===== config.mk =====
export PLATFORM = sky130hd
export DESIGN_NAME = match_result_arbiter
export DESIGN_NICKNAME = d
export VERILOG_FILES = /design/src/rtl/match_result_arbiter.sv
export SDC_FILE = /design/constraint.sdc
export NUM_CORES = 1
export LEC_CHECK = 0
export CAP_MARGIN = 20
export CORE_ASPECT_RATIO = 1.2
export CORE_MARGIN = 4
export CORE_UTILIZATION = 60
export CTS_CLUSTER_SIZE = 30
export DETAILED_ROUTE_END_ITERATION = 12
export DONT_BUFFER_PORTS = 1
export PLACE_DENSITY = 0.76
export SYNTH_ARGS = -nofsm -noshare
export SYNTH_HDL_FRONTEND = slang
export SYNTH_SLANG_ARGS = --single-unit

===== constraint.sdc =====
create_clock -name sclk -period 8.4 [get_ports sclk]
set_clock_uncertainty 0.15 [all_clocks]
set_input_delay 1.68 -clock sclk [delete_from_list [all_inputs] [get_ports sclk]]
set_output_delay 1.68 -clock sclk [all_outputs]
set_load 0.02 [all_outputs]

===== src/rtl/match_result_arbiter.sv =====
// match_result_arbiter: round-robin collection of matcher-lane hits into an 8-entry result buffer,
// each entry tagged with the byte position inside the current word.
module match_result_arbiter #(
    parameter int LANES   = 8,
    parameter int DEPTH   = 8,
    parameter int POS_MAX = 31
) (
    input  logic             sclk,
    input  logic             rst_n,
    input  logic             en,
    input  logic [7:0]       result_mask,
    input  logic             s_axis_tvalid,
    input  logic             s_axis_tuser,
    input  logic [LANES-1:0] hit,
    output logic [63:0]      result_ids,
    output logic [3:0]       result_count,
    output logic             overflow,
    output logic             busy
);
    logic [4:0]  pos_q, pos_d;
    logic [7:0]  pend_q, pend_d;
    logic [4:0]  pend_pos_q [8];
    logic [4:0]  pend_pos_d [8];
    logic [2:0]  rr_q, rr_d;
    logic [3:0]  cnt_q, cnt_d;
    logic [63:0] ids_q, ids_d;
    logic        ovf_q, ovf_d;
    logic [7:0]  hit_x, cap;
    logic [3:0]  idx;
    logic [2:0]  g;
    logic        gnt_v;

    always_comb begin
        hit_x = '0;
        hit_x[LANES-1:0] = hit;
        cap = hit_x & result_mask;
        pos_d = !s_axis_tvalid ? pos_q : s_axis_tuser ? 5'd0 :
                (pos_q == 5'(POS_MAX)) ? pos_q : pos_q + 5'd1;
        // first pending lane at or after rr, wrapping mod LANES
        gnt_v = 1'b0;
        g = 3'd0;
        idx = '0;
        for (int k = 0; k < LANES; k++) begin
            idx = 4'(rr_q) + 4'(k);
            if (idx >= 4'(LANES)) idx = idx - 4'(LANES);
            if (!gnt_v && pend_q[idx[2:0]]) begin
                gnt_v = 1'b1;
                g = idx[2:0];
            end
        end
        rr_d = gnt_v ? ((g == 3'(LANES-1)) ? 3'd0 : g + 3'd1) : rr_q;
        ids_d = ids_q;
        cnt_d = cnt_q;
        ovf_d = ovf_q;
        if (gnt_v) begin
            if (cnt_q < 4'(DEPTH)) begin
                ids_d[{cnt_q[2:0], 3'b000} +: 8] = {g, pend_pos_q[g]};
                cnt_d = cnt_q + 4'd1;
            end else begin
                ovf_d = 1'b1;
            end
        end
        // a hit on a lane whose pending bit is being granted this cycle re-arms it
        for (int i = 0; i < 8; i++) begin
            pend_d[i] = cap[i] | (pend_q[i] & ~(gnt_v && g == 3'(i)));
            pend_pos_d[i] = (cap[i] && (!pend_q[i] || (gnt_v && g == 3'(i)))) ? pos_q : pend_pos_q[i];
            if (cap[i] && pend_q[i] && !(gnt_v && g == 3'(i))) ovf_d = 1'b1;
        end
    end

    always_ff @(posedge sclk) begin
        if (!rst_n || !en) begin
            pos_q  <= '0;
            pend_q <= '0;
            rr_q   <= '0;
            cnt_q  <= '0;
            ids_q  <= '1;
            ovf_q  <= 1'b0;
            for (int i = 0; i < 8; i++) pend_pos_q[i] <= '0;
        end else begin
            pos_q  <= pos_d;
            pend_q <= pend_d;
            rr_q   <= rr_d;
            cnt_q  <= cnt_d;
            ids_q  <= ids_d;
            ovf_q  <= ovf_d;
            for (int i = 0; i < 8; i++) pend_pos_q[i] <= pend_pos_d[i];
        end
    end

    assign result_ids   = ids_q;
    assign result_count = cnt_q;
    assign overflow     = ovf_q;
    assign busy         = |pend_q;
endmodule

==> results of run 1 <==
sequential cells by signal, indices dropped and copies added (netlist names):
| signal | flops |
|---|---|
| pend_q | 8 |
| rr_q | 3 |
| result_count | 4 |
| result_ids | 64 |
| overflow | 1 |
| pos_q | 5 |
| pend_pos_q | 40 |
synth_stat cells (2+ instances only):
library cell / instances
o31ai_1: 5
buf_6: 6
buf_2: 7
mux4_2: 11
nand3_1: 12
o21ai_1: 2
mux2i_1: 30
o22ai_2: 5
xnor2_1: 3
nor4_1: 3
o21ai_0: 10
o21a_1: 2
o211ai_1: 26
clkbuf_1: 18
a221o_1: 30
nor2b_1: 3
nand4_1: 2
a22o_1: 2
a22oi_1: 5
nand2b_1: 5
a21bo_1: 5
o21bai_1: 2
nand3_2: 2
a41oi_1: 2
nor2_1: 66
nand2_1: 76
nor3b_1: 2
o31a_1: 2
o21ba_4: 4
nor3_1: 5
and3_1: 3
ha_1: 11
dfxtp_1: 85
edfxtp_1: 40
a21oi_1: 31
o21ai_2: 2
buf_1: 3
and4_1: 2
mux2_2: 19
or3_1: 2
inv_1: 17
and2_1: 5
a31oi_1: 2
nand2_2: 2
worst max-delay path by stage:
stage | start | to | slack, ps | depth (start not counted)
after floorplan | rr_q[1] | busy | 3780 | 11
after global placement | rr_q[1] | overflow | 3120 | 14
after detailed placement | rr_q[1] | busy | 3050 | 7
after CTS | rr_q[1] | busy | 2580 | 7
after global routing | rr_q[1] | busy | 2300 | 7
final | rr_q[1] | busy | 2530 | 7
metrics by stage:
stage | util (%) | setup WS [ps] | instances | hold WS (ps)
after global routing | 68.17 | 2297 | 729 | 456.4
after floorplan | - | 3776 | 603 | 344.2
after CTS | 67.97 | 2580 | 728 | 406.5
after detailed placement | 62.08 | 3050 | 696 | 390.2
final | 68.17 | 2529 | 729 | 400.8
after global placement | 62.08 | 3122 | 696 | 390.2
layer usage:
| layer | part of all wire [%] | track usage (%) | up-vias |
|---|---|---|---|
| met5 | 0 | 0 | - |
| met4 | 2.5 | 9.643 | 0 |
| met3 | 7.5 | 7.905 | 30 |
| met2 | 52 | 45.79 | 177 |
| met1 | 38 | 30.82 | 2289 |
| li1 | - | - | 2244 |
cell type report:
class                           count  area share (%)
Multi-Input combinational cell    424           45.35
Inverter                           18          0.9804
Clock inverter                     14           2.106
Sequential cell                   125           42.12
Tap cell                          126           2.288
Timing Repair Buffer                4          0.6173
Clock buffer                       18           6.536
power breakdown:
part / total (W) / internal (W) / switching [W]
Sequential: 0.000741 / 0.000664 / 0.0000779
Combinational: 0.00113 / 0.000409 / 0.000719
Clock: 0.000720 / 0.000412 / 0.000308
logic make-up after synthesis:
kind of cell,Yosys count
compound gates,153
flops,125
buf+inv,54
fa+ha+maj,11
mux,62
xor+xnor,4
simple gates,194
critical path: cells and delay by family, from the launching register on:
kind,cells,cell delay [ps]
AO/OA/AOI/OAI,2,760
adder cells (fa/ha/maj),1,810
buffers and inverters,2,630
flip-flops,1,560
multiplexers,1,420
AND/OR/NAND/NOR,1,430
==> metrics.md, run 1 <==
| Metric | Value |
|---|---|
| Run status | `finished, final reports clean` |
| Worst Hold Launch | `pos_q[4]` |
| Cell Area, Synth | `between 6000 and 7000 µm²` |
| Critical path arrival | `just over 4000 ps` |
| Max Slew Vio Count | `0` |
| Setup Crit Path Kind | `reg2out` |
| VDD IR max | `236.5 µV` |
| Syn Nets | `around 640` |
| Clk Latency, worst-skew pair | `around 420 ps` |
| First-pass GRT wire length | `roughly 25 mm` |
| Mux cell area share after synthesis | `between 10% and 20%` |
| Die ar. | `between 10000 and 15000 µm²` |
| # Post-CTS Setup Buffers | `0` |
| Drt initial violations | `370` |
| Hold depth | `2` |
| Initial antenna violation count | `0` |
| Hold Buf Count CTS | `0` |
| Layout cell share with drive strength beyond 1 | `around 15%` |
| Post-synthesis compound-gate area fraction | `about 20%` |
| Number of core rows | `40` |
| Fill cells | `between 700 and 800` |
| Vias in the first global route | `4705` |
| Post-DP HPWL | `around 11 mm` |
| Top_reg_cell synth | `dfxtp_1` |
| Nets@finish | `622` |
| Total of max-cap violations | `0` |
| Die Y | `approximately 120 µm` |
| Post-synth EDFFs | `40` |
| Area occupied by multi-input gates | `roughly 3100 µm²` |
| Total chip power | `about 0.0026 W` |
| Clk buf depth | `2` |
| Worst reg-to-reg path cell count | `11` |
| Synth Area per Inst | `around 10 µm²` |
| Routed Antenna Nets | `0` |
| Largest family of logic cells by synthesized area | `compound AO/OA/AOI/OAI gates` |
| Synth top area share | `between 20% and 30%` |
| Final Hold Vio Count | `0` |
| Worst slew pin tran | `roughly 740 ps` |
| Final setup violation count | `0` |
| Final setup TNS | `0 ps` |
| Antenna diodes | `0` |
| Pwr per Cell Area | `around 380 nW/µm²` |
| DR vias/cell | `6.502` |
| Critical path peak fanout | `15` |
| Resize count post-CTS | `0` |
| Post-place instance area | `between 6000 and 7000 µm²` |
| Post-Synth XOR/XNOR Area | `less than 1%` |
| FF-to-FF Start | `rr_q[1]` |
| Most frequent CP cell | `inv_1` |
| # IOs | `just over 90` |
| Mapped Cells | `roughly 600` |
| Clock-pin slew on the worst setup and hold paths | `roughly 70 ps` |
| Chip width | `101.5 µm` |
| Worst R2R Setup Slack | `between 2000 and 3000 ps` |
| Pin count of the biggest net entering global routing | `62` |
| Crit-path cells | `inv_1 > ha_1 > mux2_2 > a221oi_1 > a32o_1 > and4_1 > inv_1` |
| Remaining Overflow, GRT | `0` |
| RSZ-0062 raised after global routing | `no` |
| Cell taking the most area after synthesis | `dfxtp_1` |
| Fmax | `170.3 MHz` |
| Crit start category | `flop` |
| IO Port Bufs | `0` |
| Minimum clock period after layout | `5871 ps` |
| Register area | `between 2000 and 3000 µm²` |
| H-tree Lvls | `4` |
| Largest cells by area after synthesis | `dfxtp_1 (27%), edfxtp_1 (19%), a221o_1 (4.8%)` |
| GRT Total Usage | `around a quarter` |
| Routed WL | `15.71 mm` |
| Area Overhead vs Synth | `9.547%` |
| Router iterations before antenna repair | `5` |
| RePlAce Congestion | `a little under 0.9` |
| Clock root buffer | `clkbuf_16` |
| Yosys warns | `0` |
| CTS tree | `done` |
| Reg-to-Reg End | `pend_pos_q[6][4]` |
| Synth Register Bits | `125` |
| Most common cell after layout, fill and taps aside | `dfxtp_1` |
| CTS buffer count | `17` |
| Via count | `approximately 4700` |
| Final Instance Area | `around 6900 µm²` |
| Worst Setup End Kind | `output pin` |
| Sequential fraction of the synthesis area | `46.14%` |
| Slowest Stage Delay on Critical Path | `810 ps` |
| Min-delay worst type | `reg2reg` |
| Slowest stage cell on the critical path | `ha_1` |
| Slew headroom | `50.28%` |
| CP required | `between 6000 and 7000 ps` |
| Core box area | `10110 µm²` |
| Mean routed wirelength per cell | `21.54 µm` |
| Synth Area in Adders | `under 10%` |
| Hold endpoint | `pos_q[4]` |
| Leakage power | `2.629 nW` |
| Total clock sinks | `about 130` |
| Synth Area in Simple Gates | `between 10 and 15%` |
| Period utilisation layout | `a little over two thirds` |
| Most frequent cells in the layout | `dfxtp_1 (85), nand2_1 (75), nor2_1 (66)` |
| Netlist cell types | `70` |
| Asr flop ratio synth | `0%` |
| # DRC | `0` |
| Starting density of the core | `approximately 62%` |
No activity file was read; power rests on OpenSTA's default activity.
==> inputs of run 2 (changes only) <==
Settings changed: CORE_UTILIZATION 60 to 57, PLACE_DENSITY 0.76 to 0.75.
Clock period 8.4 ns to 5.1 ns, I/O delays scaled along.
==> run 2 against run 1 <==
  * First-iteration DRC count up 24%
  * Final area up 1.5%
  * Critical endpoint unchanged
  * Register-to-register slack worse by 2600 ps
  * Combinational power up 73%
  * Clock power up 76%
  * Die area up 4.9%
  * Critical path type unchanged
  * Largest cell class unchanged
  * Core utilization down 2.6 points
==> metrics.md, run 2 (synthesized netlist as in run 1, its figures left out) <==
| Metric | Value |
|---|---|
| Worst reg-to-reg path cell count | `14 (+3)` |
| RePlAce Congestion | `0.9244 (+4.5%)` |
| Pin count of the biggest net entering global routing | `62 (unchanged)` |
| Pwr per Cell Area | `636.1 nW/µm² (+69%)` |
| RSZ-0062 raised after global routing | `no` |
| Most common cell after layout, fill and taps aside | `dfxtp_1` |
| Clock-pin slew on the worst setup and hold paths | `60 ps (about the same)` |
| Post-DP HPWL | `11.79 mm (+5.1%)` |
| Drt initial violations | `457 (+24%)` |
| Slowest stage cell on the critical path | `ha_2` |
| Clock share of power | `28.5% (+0.7 points)` |
| Number of core rows | `41 (+2.5%)` |
| CTS buffer count | `17 (unchanged)` |
| Minimum clock period after layout | `4872 ps` |
| Crit start category | `flop` |
| Sw frac | `40.47% (-2.2 points)` |
| Mean routed wirelength per cell | `22.24 µm (+3.2%)` |
| Slew headroom | `55.23% (+4.9 points)` |
| # DRC | `0 (unchanged)` |
| Routed WL | `16.41 mm (+4.5%)` |
| Leakage power | `2.681 nW (+2.0%)` |
| Comb power frac | `44.1% (+0.5 points)` |
| VDD IR max | `325.0 µV (+37%)` |
| Critical path peak fanout | `15 (unchanged)` |
| Die ar. | `12790 µm² (+4.9%)` |
| Router iterations before antenna repair | `5 (unchanged)` |
| Hold depth | `2 (unchanged)` |
| Final setup TNS | `0 ps (unchanged)` |
| Reg-to-Reg End | `overflow` |
| Max Slew Vio Count | `0 (unchanged)` |
| Largest register FFs | `64 (unchanged)` |
| Area Overhead vs Synth | `11.14%` |
| Setup Crit Path Kind | `reg2out` |
| Via count | `4960 (+4.6%)` |
| Antenna diodes | `0 (unchanged)` |
| Clk Latency, worst-skew pair | `420 ps (about the same)` |
| Period utilisation layout | `between 90% and 100%` |
| Die Y | `123.1 µm (+2.4%)` |
| Initial antenna violation count | `0 (unchanged)` |
| FF-to-FF Start | `rr_q[1]` |
| Remaining Overflow, GRT | `0 (unchanged)` |
| Worst R2R Setup Slack | `400 ps (-2580 ps)` |
| Most frequent CP cell | `inv_1` |
| Final setup violation count | `0 (unchanged)` |
| DR vias/cell | `6.721 (+3.4%)` |
| Register area | `2903 µm² (unchanged)` |
| Crit-path cells | `inv_1 > ha_2 > mux2_2 > a221oi_1 > a32o_1 > and4_1 > inv_1` |
| Worst Setup End Kind | `output pin` |
| Fill cells | `832 (+5.3%)` |
| Area occupied by multi-input gates | `3128 µm² (about the same)` |
| CTS tree | `done` |
| P_int | `0.002647 W (+78%)` |
| Routed Antenna Nets | `0 (unchanged)` |
| Worst slew pin tran | `669.7 ps (-68.33 ps)` |
| Run status | `finished, final reports clean` |
| Psw | `0.001800 W (+63%)` |
| Crit. Startpoint | `rr_q[1]` |
| Vias in the first global route | `4881 (+3.7%)` |
| Part of the power in registers | `27.4% (-1.2 points)` |
| Hold Slack | `421.3 ps (+20.55 ps)` |
| First-pass GRT wire length | `26.37 mm (+5.4%)` |
| Final Hold Vio Count | `0 (unchanged)` |
| Clk buf depth | `2 (unchanged)` |
| IO Port Bufs | `0 (unchanged)` |
| # IOs | `91 (unchanged)` |
| # Post-CTS Setup Buffers | `0 (unchanged)` |
| Core box area | `10670 µm² (+5.5%)` |
| CP required | `3930 ps (-2640 ps)` |
| Slowest Stage Delay on Critical Path | `570 ps (-240 ps)` |
| Critical path arrival | `3700 ps (-340 ps)` |
| Total clock sinks | `125 (unchanged)` |
| Nets@finish | `628 (+0.96%)` |
| Total of max-cap violations | `0 (unchanged)` |
| Layout cell share with drive strength beyond 1 | `16.26% (+0.83 points)` |
| Min-delay worst type | `reg2reg` |
| Starting density of the core | `58.96% (-3.3 points)` |
| H-tree Lvls | `4 (unchanged)` |
| Chip width | `103.9 µm (+2.4%)` |
| Most frequent cells in the layout | `dfxtp_1 (85), nand2_1 (75), nor2_1 (66)` |
| Clock root buffer | `clkbuf_16` |
| Critical Path Sink | `busy` |
| GRT Total Usage | `26.41% (-0.13 points)` |
| Fmax | `roughly 210 MHz` |
-- run 2: how the worst min path moves through the flow --
stage / slack, ps / end / from
after floorplan: 340 / pos_q[4] / pos_q[4]
after global placement: 390 / pos_q[4] / pos_q[4]
after detailed placement: 410 / pos_q[2] / pos_q[2]
after CTS: 420 / pos_q[2] / pos_q[2]
after global routing: 440 / pos_q[3] / pos_q[3]
final: 420 / pos_q[2] / pos_q[2]
-- run 2: routing by layer --
| metal | track usage, % | vias up | wire length (µm) |
|---|---|---|---|
| li1 | - | 2250 | - |
| met1 | 29.75 | 2430 | 6275 |
| met2 | 44.59 | 221 | 7993 |
| met3 | 9.713 | 59 | 1438 |
| met4 | 13.13 | 0 | 705 |
| met5 | 0 | - | 0 |
-- run 2: power by group through the flow --
stage / sequential, W / clock (W) / combinational, W
2_1_floorplan: 0.00119 / 0 / 0.00154
3_3_place_gp: 0.00124 / 0 / 0.00188
3_5_place_dp: 0.00124 / 0 / 0.00192
4_1_cts: 0.00122 / 0.00127 / 0.00193
5_1_grt: 0.00123 / 0.00131 / 0.00210
6_report: 0.00122 / 0.00127 / 0.00196
-- run 2: final cells by class --
type                            instances  area share (%)
Inverter                               18          0.9664
Multi-Input combinational cell        424           44.74
Sequential cell                       125           41.52
Clock inverter                          9           1.718
Tap cell                              129           2.309
Clock buffer                           23           7.319
Timing Repair Buffer                   10           1.432
-- run 2: worst max-delay path, delay by kind of cell, from the launching register on --
family / cells / cell delay (ps)
DFF: 1 / 560
and+or+nand+nor: 1 / 470
buffers and inverters: 2 / 410
adders and majority gates: 1 / 570
muxes: 1 / 400
AOI/OAI and AO/OA: 2 / 850
-- run 2: metrics by stage --
| step | power (W) | area, µm² | setup slack [ps] | utilization [%] | cells |
|---|---|---|---|---|---|
| after floorplan | 0.002734 | 6291 | 744.0 | - | 603 |
| after global placement | 0.003120 | 6337 | 587.8 | 59.39 | 705 |
| after detailed placement | 0.003158 | 6337 | 354.1 | 59.39 | 705 |
| after CTS | 0.004421 | 6969 | 161.0 | 65.31 | 737 |
| after global routing | 0.004643 | 6992 | 35.26 | 65.53 | 738 |
| final | 0.004447 | 6992 | 228.2 | 65.53 | 738 |
-- run 2: what timing repair did --
action	CTS	global route
gates resized for setup	0	1
hold buffers	0	0
setup endpoints to repair	0	2
==> inputs of run 3 (changes only) <==
Settings changed: CAP_MARGIN 20 to not set.
==> run 3 against run 2 <==
  * Cell count decreased by 0.14%
  * Clock power about the same
  * Sequential share of layout area up 0.060 points
  * Total power rose by 0.35%
==> metrics.md, run 3 (synthesized netlist as in run 1, its figures left out) <==
| Metric | Value |
|---|---|
| Clock root buffer | `clkbuf_16` |
| Final setup violation count | `0 (unchanged)` |
| Period utilisation layout | `92.83% (-2.7 points)` |
| Via count | `4911 (-0.99%)` |
| Mean routed wirelength per cell | `22.27 µm (+0.14%)` |
| Register area | `2903 µm² (unchanged)` |
| Router iterations before antenna repair | `5 (unchanged)` |
| Fin util | `65.43% (-0.094 points)` |
| GRT Total Usage | `26.41% (unchanged)` |
| Routed Antenna Nets | `0 (unchanged)` |
| Starting density of the core | `58.96% (unchanged)` |
| Sw frac | `40.48% (about the same)` |
| Fill cells | `834 (+0.24%)` |
| Nets@finish | `627 (-0.16%)` |
| Layout cell share with drive strength beyond 1 | `16.12% (-0.14 points)` |
| RePlAce Congestion | `0.9244 (unchanged)` |
| Min-delay worst type | `reg2reg` |
| Area occupied by multi-input gates | `3138 µm² (+0.32%)` |
| Largest register FFs | `64 (unchanged)` |
| Clk buf depth | `2 (unchanged)` |
| # Post-CTS Setup Buffers | `0 (unchanged)` |
| Worst slew pin tran | `1168 ps (+498.1 ps)` |
| P_int | `0.002656 W (+0.35%)` |
| # IOs | `91 (unchanged)` |
| CTS buffer count | `17 (unchanged)` |
| Chip width | `103.9 µm (unchanged)` |
| Psw | `0.001806 W (+0.36%)` |
| Most frequent cells in the layout | `dfxtp_1 (85), nand2_1 (75), nor2_1 (66)` |
| Final Hold Vio Count | `0 (unchanged)` |
| Post-Place Cells | `705 (unchanged)` |
| Initial antenna violation count | `0 (unchanged)` |
| Remaining Overflow, GRT | `0 (unchanged)` |
| Most common cell after layout, fill and taps aside | `dfxtp_1` |
| Slew headroom | `21.87% (-33 points)` |
| Run status | `finished, final reports clean` |
| # DRC | `0 (unchanged)` |
| Leakage power | `2.673 nW (-0.29%)` |
| Post-DP HPWL | `11.79 mm (unchanged)` |
| RSZ-0062 raised after global routing | `no` |
| Critical path peak fanout | `15 (unchanged)` |
| Worst reg-to-reg path cell count | `14 (unchanged)` |
| Fin cells | `737 (-0.14%)` |
| Fmax | `211.2 MHz (+2.9%)` |
| Area Overhead vs Synth | `10.98%` |
| Worst Setup End Kind | `output pin` |
| Comb power frac | `44.2% (about the same)` |
| Final setup TNS | `0 ps (unchanged)` |
| Die ar. | `12790 µm² (unchanged)` |
| H-tree Lvls | `4 (unchanged)` |
| Routed WL | `16.41 mm (unchanged)` |
| Hold depth | `2 (unchanged)` |
| Total clock sinks | `125 (unchanged)` |
| Clk Latency, worst-skew pair | `420 ps (about the same)` |
| Pin count of the biggest net entering global routing | `62 (unchanged)` |
| IO Port Bufs | `0 (unchanged)` |
| Minimum clock period after layout | `4734 ps (-137.3 ps)` |
| Critical path arrival | `3560 ps (-140 ps)` |
| Number of core rows | `41 (unchanged)` |
| DR vias/cell | `6.664 (-0.85%)` |
| Setup Crit Path Kind | `reg2out` |
| CP required | `3930 ps (about the same)` |
| First-pass GRT wire length | `26.37 mm (unchanged)` |
| Crit start category | `flop` |
| Vias in the first global route | `4881 (unchanged)` |
| Part of the power in registers | `27.4% (about the same)` |
| Total of max-cap violations | `0 (unchanged)` |
| Clock share of power | `28.4% (about the same)` |
| Drt initial violations | `350 (-23%)` |
| Core box area | `10670 µm² (unchanged)` |
| Hold Slack | `421.6 ps (+0.2470 ps)` |
| VDD IR max | `327.6 µV (+0.79%)` |
| Die Y | `123.1 µm (unchanged)` |
| Pwr per Cell Area | `639.2 nW/µm² (+0.49%)` |
| Antenna diodes | `0 (unchanged)` |
| Max Slew Vio Count | `0 (unchanged)` |
| Clock-pin slew on the worst setup and hold paths | `60 ps (about the same)` |
| CTS tree | `done` |
==> run 3: cell count changes in the layout (fill, tap and decap cells not counted) <==
cell	delta
buf_12	-1
ha_2	-1
ha_4	+1
==> run 3: cell type report <==
type / count / area share [%]
Clock buffer: 23 / 7.330
Clock inverter: 9 / 1.720
Inverter: 18 / 0.9677
Multi-Input combinational cell: 424 / 44.95
Sequential cell: 125 / 41.58
Tap cell: 129 / 2.312
Timing Repair Buffer: 9 / 1.147
==> run 3: final timing paths <==
path,startpoint,end,slack [ps]
min reg2reg,pos_q[4],pos_q[4],420
max,rr_q[1],busy,370
max reg2reg,rr_q[1],overflow,490
min,pos_q[4],pos_q[4],420
==> run 3: per-layer routing <==
| metal | share of wire, % | vias up | track usage, % | routed length [µm] |
|---|---|---|---|---|
| met5 | 0 | - | 0 | 0 |
| met4 | 3.7 | 0 | 13.13 | 612 |
| met3 | 8.6 | 48 | 9.713 | 1409 |
| met2 | 49 | 199 | 44.59 | 8098 |
| met1 | 38 | 2417 | 29.75 | 6292 |
| li1 | - | 2247 | - | - |
==> run 3: critical path, stage by stage, from the launching register on <==
cell,delay (ps)
dfxtp_1,560
inv_1,160
ha_4,430
mux2_2,380
a221oi_1,460
a32o_1,410
and4_1,460
inv_1,290
==> run 3: timing repair <==
item / in CTS / in global routing
gates resized for setup: 0 / 2
hold buffers: 0 / 0
endpoints found under the setup margin: 0 / 2
hold endpoints to repair: 0 / 0
==> run 3: power by group through the flow <==
stage | Clock [W] | Combinational [W] | Sequential [W]
2_1_floorplan | 0 | 0.00154 | 0.00119
4_1_cts | 0.00127 | 0.00193 | 0.00122
3_5_place_dp | 0 | 0.00192 | 0.00124
3_3_place_gp | 0 | 0.00188 | 0.00124
6_report | 0.00127 | 0.00197 | 0.00122
5_1_grt | 0.00131 | 0.00211 | 0.00123
==> run 3: through the flow <==
| step | setup WS, ps | power [W] | cell area, µm² |
|---|---|---|---|
| floorplan | 744.0 | 0.002734 | 6291 |
| detailed placement | 354.1 | 0.003158 | 6337 |
| finish | 365.5 | 0.004463 | 6982 |
| global placement | 587.8 | 0.003120 | 6337 |
| CTS | 161.0 | 0.004421 | 6969 |
| global route | 140.2 | 0.004654 | 6982 |
